### src/rtl/fifo_burst_reader.sv
// -----------------------------------------------------------------------------
// fifo_burst_reader
//
// Read-side controller for an 8-deep synchronous FIFO. A start pulse, accepted
// only while idle, latches a burst length (0 encodes 256). The block then pulls
// that many words out of the FIFO read port. The FIFO returns data one edge
// after a read is sampled, so each accepted read is tracked as "in flight" for
// one cycle and captured on the following edge into a 2-entry output buffer.
// The buffer is presented downstream as a valid/ready stream. The final word
// of the burst carries m_last. done pulses once that word has been accepted.
//
// Ports
//   clk        in   single clock, all state changes on its rising edge
//   rst        in   synchronous active-high reset
//   start      in   one-cycle burst request (ignored while busy)
//   len        in   burst length sampled with start, 0 means 256 words
//   fifo_e     in   FIFO empty flag
//   fifo_dout  in   FIFO read data, valid the cycle after a sampled read
//   fifo_re    out  FIFO read enable (combinational)
//   m_valid    out  output word valid
//   m_data     out  output word (buffer head)
//   m_last     out  final word of the burst, qualified by m_valid
//   m_ready    in   downstream accept
//   busy       out  burst in progress
//   done       out  one-cycle pulse after the final word is accepted
// -----------------------------------------------------------------------------
module fifo_burst_reader #(
  parameter int DW = 8
) (
  input  logic          clk,
  input  logic          rst,
  input  logic          start,
  input  logic [7:0]    len,
  input  logic          fifo_e,
  input  logic [DW-1:0] fifo_dout,
  output logic          fifo_re,
  output logic          m_valid,
  output logic [DW-1:0] m_data,
  output logic          m_last,
  input  logic          m_ready,
  output logic          busy,
  output logic          done
);

  typedef enum logic [1:0] {
    IDLE  = 2'd0,
    READ  = 2'd1,
    DRAIN = 2'd2
  } state_t;

  state_t        state_r;
  logic [8:0]    remaining_r;   // reads still to be issued
  logic [8:0]    burst_len_r;   // effective burst length, 1..256
  logic [8:0]    delivered_r;   // words already popped downstream
  logic          inflight_r;    // a read was sampled last edge; data arrives now
  logic [1:0]    occ_r;         // output buffer occupancy, 0..2
  logic [DW-1:0] buf0_r;        // buffer head
  logic [DW-1:0] buf1_r;        // buffer second entry
  logic          last_r;        // head is the final word of the burst
  logic          done_r;

  logic          pop_s;
  logic [2:0]    fill_s;
  logic          fifo_re_s;
  logic [1:0]    push_idx_s;

  // Read issue and buffer accounting.
  // fill_s is the buffer demand after this edge if no new read were issued:
  // words held plus the word in flight, minus the word leaving. Issuing a new
  // read only while this is below 2 guarantees that the in-flight word always
  // has a free slot when it lands, so the buffer can never overflow.
  always_comb begin
    pop_s      = (occ_r != 2'd0) && m_ready;
    fill_s     = {1'b0, occ_r} + {2'b00, inflight_r} - {2'b00, pop_s};
    fifo_re_s  = (state_r == READ) && !fifo_e &&
                 (remaining_r != 9'd0) && (fill_s < 3'd2);
    // Landing slot for the captured word, after any same-edge pop shifts
    // the second entry into the head.
    if (pop_s) begin
      push_idx_s = occ_r - 2'd1;
    end else begin
      push_idx_s = occ_r;
    end
  end

  // Control FSM, read tracking, output buffer and registered status outputs.
  always_ff @(posedge clk) begin
    if (rst) begin
      state_r     <= IDLE;
      remaining_r <= 9'd0;
      burst_len_r <= 9'd0;
      delivered_r <= 9'd0;
      inflight_r  <= 1'b0;
      occ_r       <= 2'd0;
      buf0_r      <= {DW{1'b0}};
      buf1_r      <= {DW{1'b0}};
      last_r      <= 1'b0;
      done_r      <= 1'b0;
    end else begin
      inflight_r <= fifo_re_s;
      occ_r      <= occ_r + {1'b0, inflight_r} - {1'b0, pop_s};
      done_r     <= pop_s && last_r;

      // Head advances on a pop; a captured word then lands behind whatever
      // remains, which may be the head itself.
      if (pop_s) begin
        buf0_r <= buf1_r;
      end
      if (inflight_r) begin
        if (push_idx_s == 2'd0) begin
          buf0_r <= fifo_dout;
        end else begin
          buf1_r <= fifo_dout;
        end
      end

      // m_last tracks whether the next word to leave is the final one, so it
      // is computed ahead from the count after this pop.
      if (pop_s) begin
        delivered_r <= delivered_r + 9'd1;
        if (last_r) begin
          last_r <= 1'b0;
        end else begin
          last_r <= ((delivered_r + 9'd1) == (burst_len_r - 9'd1));
        end
      end

      case (state_r)
        IDLE: begin
          if (start) begin
            state_r     <= READ;
            remaining_r <= (len == 8'd0) ? 9'd256 : {1'b0, len};
            burst_len_r <= (len == 8'd0) ? 9'd256 : {1'b0, len};
            delivered_r <= 9'd0;
            last_r      <= (len == 8'd1);
          end
        end
        READ: begin
          if (fifo_re_s) begin
            remaining_r <= remaining_r - 9'd1;
            if (remaining_r == 9'd1) begin
              state_r <= DRAIN;
            end
          end
        end
        DRAIN: begin
          // Once every read is issued, the final pop is the only way the
          // buffer and in-flight slot can become empty together.
          if (pop_s && last_r) begin
            state_r <= IDLE;
          end
        end
        default: begin
          state_r <= IDLE;
        end
      endcase
    end
  end

  assign fifo_re = fifo_re_s;
  assign m_valid = (occ_r != 2'd0);
  assign m_data  = buf0_r;
  assign m_last  = last_r;
  assign busy    = (state_r != IDLE);
  assign done    = done_r;

endmodule

### config.mk
export PLATFORM = sky130hd
export DESIGN_NAME = fifo_burst_reader
export DESIGN_NICKNAME = d
export VERILOG_FILES = /design/src/rtl/fifo_burst_reader.sv
export SDC_FILE = /design/constraint.sdc
export NUM_CORES = 1
export LEC_CHECK = 0
export BUFFER_PORTS_ARGS = -buffer_cell sky130_fd_sc_hd__buf_2
export CAP_MARGIN = 10
export CORE_UTILIZATION = 30
export CTS_CLUSTER_DIAMETER = 100
export DETAILED_ROUTE_END_ITERATION = 8
export PLACE_DENSITY_LB_ADDON = 0.05
export SLEW_MARGIN = 25
export SYNTH_ARGS = -nofsm -noshare
export SYNTH_HDL_FRONTEND = slang
export SYNTH_SLANG_ARGS = --single-unit
### constraint.sdc
create_clock -name clk -period 5.05 [get_ports clk]
set_input_delay 1.01 -clock clk [delete_from_list [all_inputs] [get_ports clk]]
set_output_delay 1.01 -clock clk [all_outputs]
set_load 0.05 [all_outputs]
* After elaboration in Yosys (flattened, before gate mapping)
Cells that the tools add are included.
W data, S select, Z words.
** Cells by class
- Add/subtract/negate cells :: 8
- Multiplexer cells :: 20
- Equality and inequality tests :: 9
- Order comparisons :: 1
- Bitwise gates (word level) :: 1
- Reduce and logical (&&, ||, !) cells :: 17
** Operators with widths (count)
- $mux W9 :: 6
- $mux W8 :: 3
- $pmux W9 S2 :: 1
- $sub A9 B1 Y9 const B :: 2
- $mux W2 :: 5
- $add A9 B1 Y9 const B :: 1
- $eq A9 B1 Y1 const B :: 1
- $eq A9 B9 Y1 :: 1
- $reduce_bool A9 Y1 :: 1
- $eq A8 B1 Y1 const B :: 1
- $logic_not A8 Y1 :: 1
- $ne A2 B2 Y1 const B :: 3
- $pmux W2 S3 :: 1
- $reduce_bool A2 Y1 :: 3
- $logic_and A1 B1 Y1 :: 5
- $logic_not A2 Y1 :: 2
- $mux W1 :: 4
- $reduce_and A2 Y1 :: 2
- $reduce_and A4 Y1 :: 1
- $add A2 B1 Y3 :: 1
- $lt A3 B2 Y1 const B :: 1
- $reduce_and A3 Y1 :: 1
- $sub A3 B1 Y3 :: 1
- $add A2 B1 Y2 :: 1
- 7 further kinds :: 7
** Storage, ports and cells
- Register bits :: 50
- Output and inout bits :: 13

* Longest topological paths before layout
- Depth in word-level cells :: 7
- Gate-level depth with buffers :: 17
- Mapped depth without buffers :: 15

* Least setup slack after synthesis
OpenSTA, ideal clock, no wires.
- Kind :: flip-flop to output port
- Start :: register occ_r[1]
- End :: output port fifo_re
- Cell stages (with the launch flop) :: 13
- Path buffers :: 1
- Arrival :: 3.788 ns
- Data required time :: 4.040 ns
- Path slack :: 0.252 ns
- Path through :: dfxtp_1 -> inv_1 -> ha_1 -> inv_1 -> nand2_1 -> inv_1 -> buf_1 -> ha_1 -> inv_1 -> ha_1 -> fa_1 -> or4_4 -> nor2_1
** On the way
- Cells in the longest elaborated chain, start to end :: 5
** RTL lines
- start, declared :: RTL line 56 : logic [1:0] occ_r;
- start signal, assigned :: RTL line 101 : occ_r <= occ_r + {1'b0, inflight_r} - {1'b0, pop_s};
- $reduce_bool A2 Y1
- named net m_valid :: RTL line 37 : output logic m_valid,
- $logic_and A1 B1 Y1 :: RTL line 73 : pop_s = (occ_r != 2'd0) && m_ready;
- $sub A3 B1 Y3 :: RTL line 74 : fill_s = {1'b0, occ_r} + {2'b00, inflight_r} - {2'b00, pop_s};
- named net fill_s[1] :: RTL line 63 : logic [2:0] fill_s;
- $lt A3 B2 Y1 :: RTL line 76 : (remaining_r != 9'd0) && (fill_s < 3'd2);
- $logic_and A1 B1 Y1 :: RTL line 76
- end, declared :: RTL line 36 : output logic fifo_re,
The timed path passes the listed nets, and every way through them passes these cells.

* Worst setup path in the final report
- Start :: input port m_ready
- End :: output port fifo_re
** On the way
- Cells in the longest elaborated chain, start to end :: 4
** RTL lines
- start, declared :: RTL line 40 : input logic m_ready,
- $logic_and A1 B1 Y1 :: RTL line 73
- $sub A3 B1 Y3 :: RTL line 74
- named net fill_s[1] :: RTL line 63
- $lt A3 B2 Y1 :: RTL line 76
- $logic_and A1 B1 Y1 :: RTL line 76
The timed path passes the listed nets, and every way through them passes these cells.

==> out/results.md <==
| Parameter | This run |
|---|---|
| Outcome | finished clean |
| Number of enable flip-flop cells after synthesis | 0 |
| Number of top-level pins | 34 |
| Met1 WL | 3390 um |
| Clock network latency to the later pin of the worst-skew pair | 300 ps |
| Initial Utilization | 31.5% |
| Gates resized, CTS repair | 0 |
| #FFs+latches synth | 50 |
| Core outline area | 8300 um2 |
| Total negative slack for setup checks | 0 ps |
| Total gr overflow | 0 |
| Clk sink count | 50 |
| Final setup violating endpoints | 0 |
| Warnings, synthesis | 0 |
| Maximum ir drop on the vdd rail | 155 uV |
| Synth unique cells | 47 |
| Top FF cell, synth | sky130_fd_sc_hd__dfxtp_1 |
| Hold_buf cts | 0 |
| FFs w/ async S/R, synth | 0% |
| Largest net degree at the start of global routing | 42 |
| Number of cell instances on the worst register-to-register path | 14 |
| Layout Skew | 7.21 ps |
| Required @ worst endpoint | 4040 ps |
| Final hold violation count | 0 |
| Worst-path maximum fanout | 4 |
| Std-Cell Rows | 33 |
| Arrival time reported for the critical path endpoint | 3210 ps |
| Layout overhead on the synthesized area | 15.6% |
| Initial antenna violation count | 0 |
| Cell depth of the worst hold path | 2 |
| CP Launch Point | m_ready |
| Number of standard cells after synthesis | 322 |
| Fillers | 917 |
| Proportion of synthesized chip area in sequential cells | 38.3% |
| CTS tree | yes |
| Iteration count of the initial detailed-routing pass | 4 |
| Routed wire length on met2 | 2650 um |
| Worst r2r src | occ_r[1] |
| Die area | 9080 um2 |
| Worst min-delay path category | reg -> reg |
| Pwr Total | 1.26 mW |
| Global router's overall resource usage | 14.9% |
| Max cap viols | 0 |
| Cell area after synthesis | 2610 um2 |
| Violation count after the first detailed-route iteration | 81 |
| Most common cell in the synthesized netlist | sky130_fd_sc_hd__nand2_1 |
| Maximum buffer depth of the clock tree | 2 |
| Max Clk Rate | 237 MHz |
| Hold_sp | burst_len_r[8] |
| Met3 routed wirelength | 138 um |
| Die X-Extent | 95.3 um |
| Topmost layer with routed signal wires | met4 |
| Number of vias per cell after detailed routing | 4.84 |
| Final estimated routing congestion in global placement | 0.751 |
| Post-Syn Area per Cell | 8.11 um2 |
| Minimum setup slack among reg-to-reg paths | 1530 ps |
| Proportion of layout cells with a drive suffix above 1 | 16.4% |
| Post-detailed-route count of antenna-violating nets | 0 |
| Number of clock buffers inserted by TritonCTS | 5 |
| Post-CTS clock slew at the launch and capture registers of the worst setup and hold paths | 100 ps |
| Number of input and output port buffers inserted | 33 |
| Type of origin of the critical path | input port |
| Clock root buffer | sky130_fd_sc_hd__clkbuf_8 |
| Rel. slew slack | 54.3% |
| Synth area leader | sky130_fd_sc_hd__dfxtp_1 |
| Placed wire-length estimate after detailed placement | 4520 um |
| WS Path Type | in -> out |
| Count of buffers added by post-CTS timing repair for setup | 0 |
| H-tree Lvls | 2 |
| Post-layout net count | 381 |
| Synth top area share | 38.3% |
| Wire length of the first global-routing pass | 10500 um |
| Overall die height | 95.3 um |
| Clock period minus worst slack | 4220 ps |
| Fin crit share | 83.6% |
| PD cells | 419 nW/um2 |
| RSZ-0062 raised after global routing | no |
| Antenna diode count | 0 |
| Footprint of the multi-input gates | 1500 um2 |
| Sequential standard cell area | 1000 um2 |
| Vias in the first global route | 2123 |
| Detailed Route WL | 6210 um |
| Measured slew at the worst slew-check pin | 686 ps |
| Fin. max-slew vios | 0 |
| Mean routed wirelength per cell | 13.6 um |
| Synth top area cells | sky130_fd_sc_hd__dfxtp_1 38%, sky130_fd_sc_hd__xnor2_1 8.4%, sky130_fd_sc_hd__nand2_1 8.0%, sky130_fd_sc_hd__nor2_1 6.5%, sky130_fd_sc_hd__a21oi_1 3.8% |
| Synth Net Count | 351 |
| Synth cell count leaders | 56 x sky130_fd_sc_hd__nand2_1, 50 x sky130_fd_sc_hd__dfxtp_1, 45 x sky130_fd_sc_hd__nor2_1, 25 x sky130_fd_sc_hd__xnor2_1, 20 x sky130_fd_sc_hd__a21oi_1 |
| Type of destination of the critical path | output pin |
| P_leak | 1.20 nW |
| Total via count after detailed routing | 2216 |
| Worst Hold Slack | 478 ps |
| Residual DRC | 0 |
==> cell families after synthesis <==
family                     synth area share [%]
AOI/OAI and AO/OA                          12.9
buffers and inverters                      4.12
and+or+nand+nor                            26.9
adders and majority gates                  4.12
DFF                                        38.3
xor gates and xnor gates                   10.6
muxes                                      3.07
==> metrics by stage <==
stage	instances	utilization, %	cell area [um2]	setup slack [ps]
after global placement	450	34.6	2880	839
after detailed placement	450	34.6	2880	829
final	458	36.4	3020	826
after floorplan	322	-	2610	252
after CTS	458	36.4	3020	822
after global routing	458	36.4	3020	729
==> worst paths after layout <==
path | to
setup / recovery | fifo_re
hold / removal | burst_len_r[8]
setup reg to reg | remaining_r[3]
hold reg to reg | burst_len_r[8]
==> state kept, by name, summed over array words and instances, names as in the netlist <==
signal / count
buf1_r: 8
burst_len_r: 9
delivered_r: 9
done: 1
inflight_r: 1
m_data: 8
m_last: 1
occ_r: 2
remaining_r: 9
state_r: 2
==> routing by layer <==
metal / GRT usage [%] / up-vias
met1: 21.7 / 1027
met3: 2.63 / 2
li1: - / 1162
met5: 0 / -
met2: 22.7 / 25
met4: 3.41 / 0
==> layout make-up <==
cell class	count	share of cell area, %
clock inverter	2	1.99
multi-input combinational	246	49.8
tap	105	4.35
inverter	12	1.49
sequential	50	33.2
timing repair buffer	37	6.47
clock buffer	6	2.74
==> power breakdown <==
group	switching, mW	total (mW)	internal (mW)	leakage [nW]
Combinational	0.282	0.438	0.155	0.724
Clock	0.144	0.356	0.212	0.0714
Sequential	0.0328	0.470	0.437	0.407
Total	0.460	1.26	0.804	1.20
==> layout by cell type, fill, tap and decap left out, types with 4 or more instances in the layout <==
master	count
sky130_fd_sc_hd__o21ai_0	8
sky130_fd_sc_hd__xor2_1	4
sky130_fd_sc_hd__clkbuf_8	6
sky130_fd_sc_hd__xnor2_1	25
sky130_fd_sc_hd__nor2_1	45
sky130_fd_sc_hd__buf_4	4
sky130_fd_sc_hd__buf_2	33
sky130_fd_sc_hd__nor3_1	8
sky130_fd_sc_hd__nand3_1	5
sky130_fd_sc_hd__inv_1	12
sky130_fd_sc_hd__a211oi_1	4
sky130_fd_sc_hd__a311oi_1	8
sky130_fd_sc_hd__a21oi_1	20
sky130_fd_sc_hd__dfxtp_1	50
sky130_fd_sc_hd__nand2_1	56
sky130_fd_sc_hd__mux2i_1	8
sky130_fd_sc_hd__ha_1	7
==> worst max-delay path, cell delays in order <==
cell,delay (ps)
sky130_fd_sc_hd__buf_2,90
sky130_fd_sc_hd__nand2_1,70
sky130_fd_sc_hd__inv_1,60
sky130_fd_sc_hd__ha_1,290
sky130_fd_sc_hd__inv_1,60
sky130_fd_sc_hd__ha_1,180
sky130_fd_sc_hd__fa_1,450
sky130_fd_sc_hd__or4_4,560
sky130_fd_sc_hd__nor2_1,150
sky130_fd_sc_hd__buf_2,280
Power figures use the tool's default switching activity.
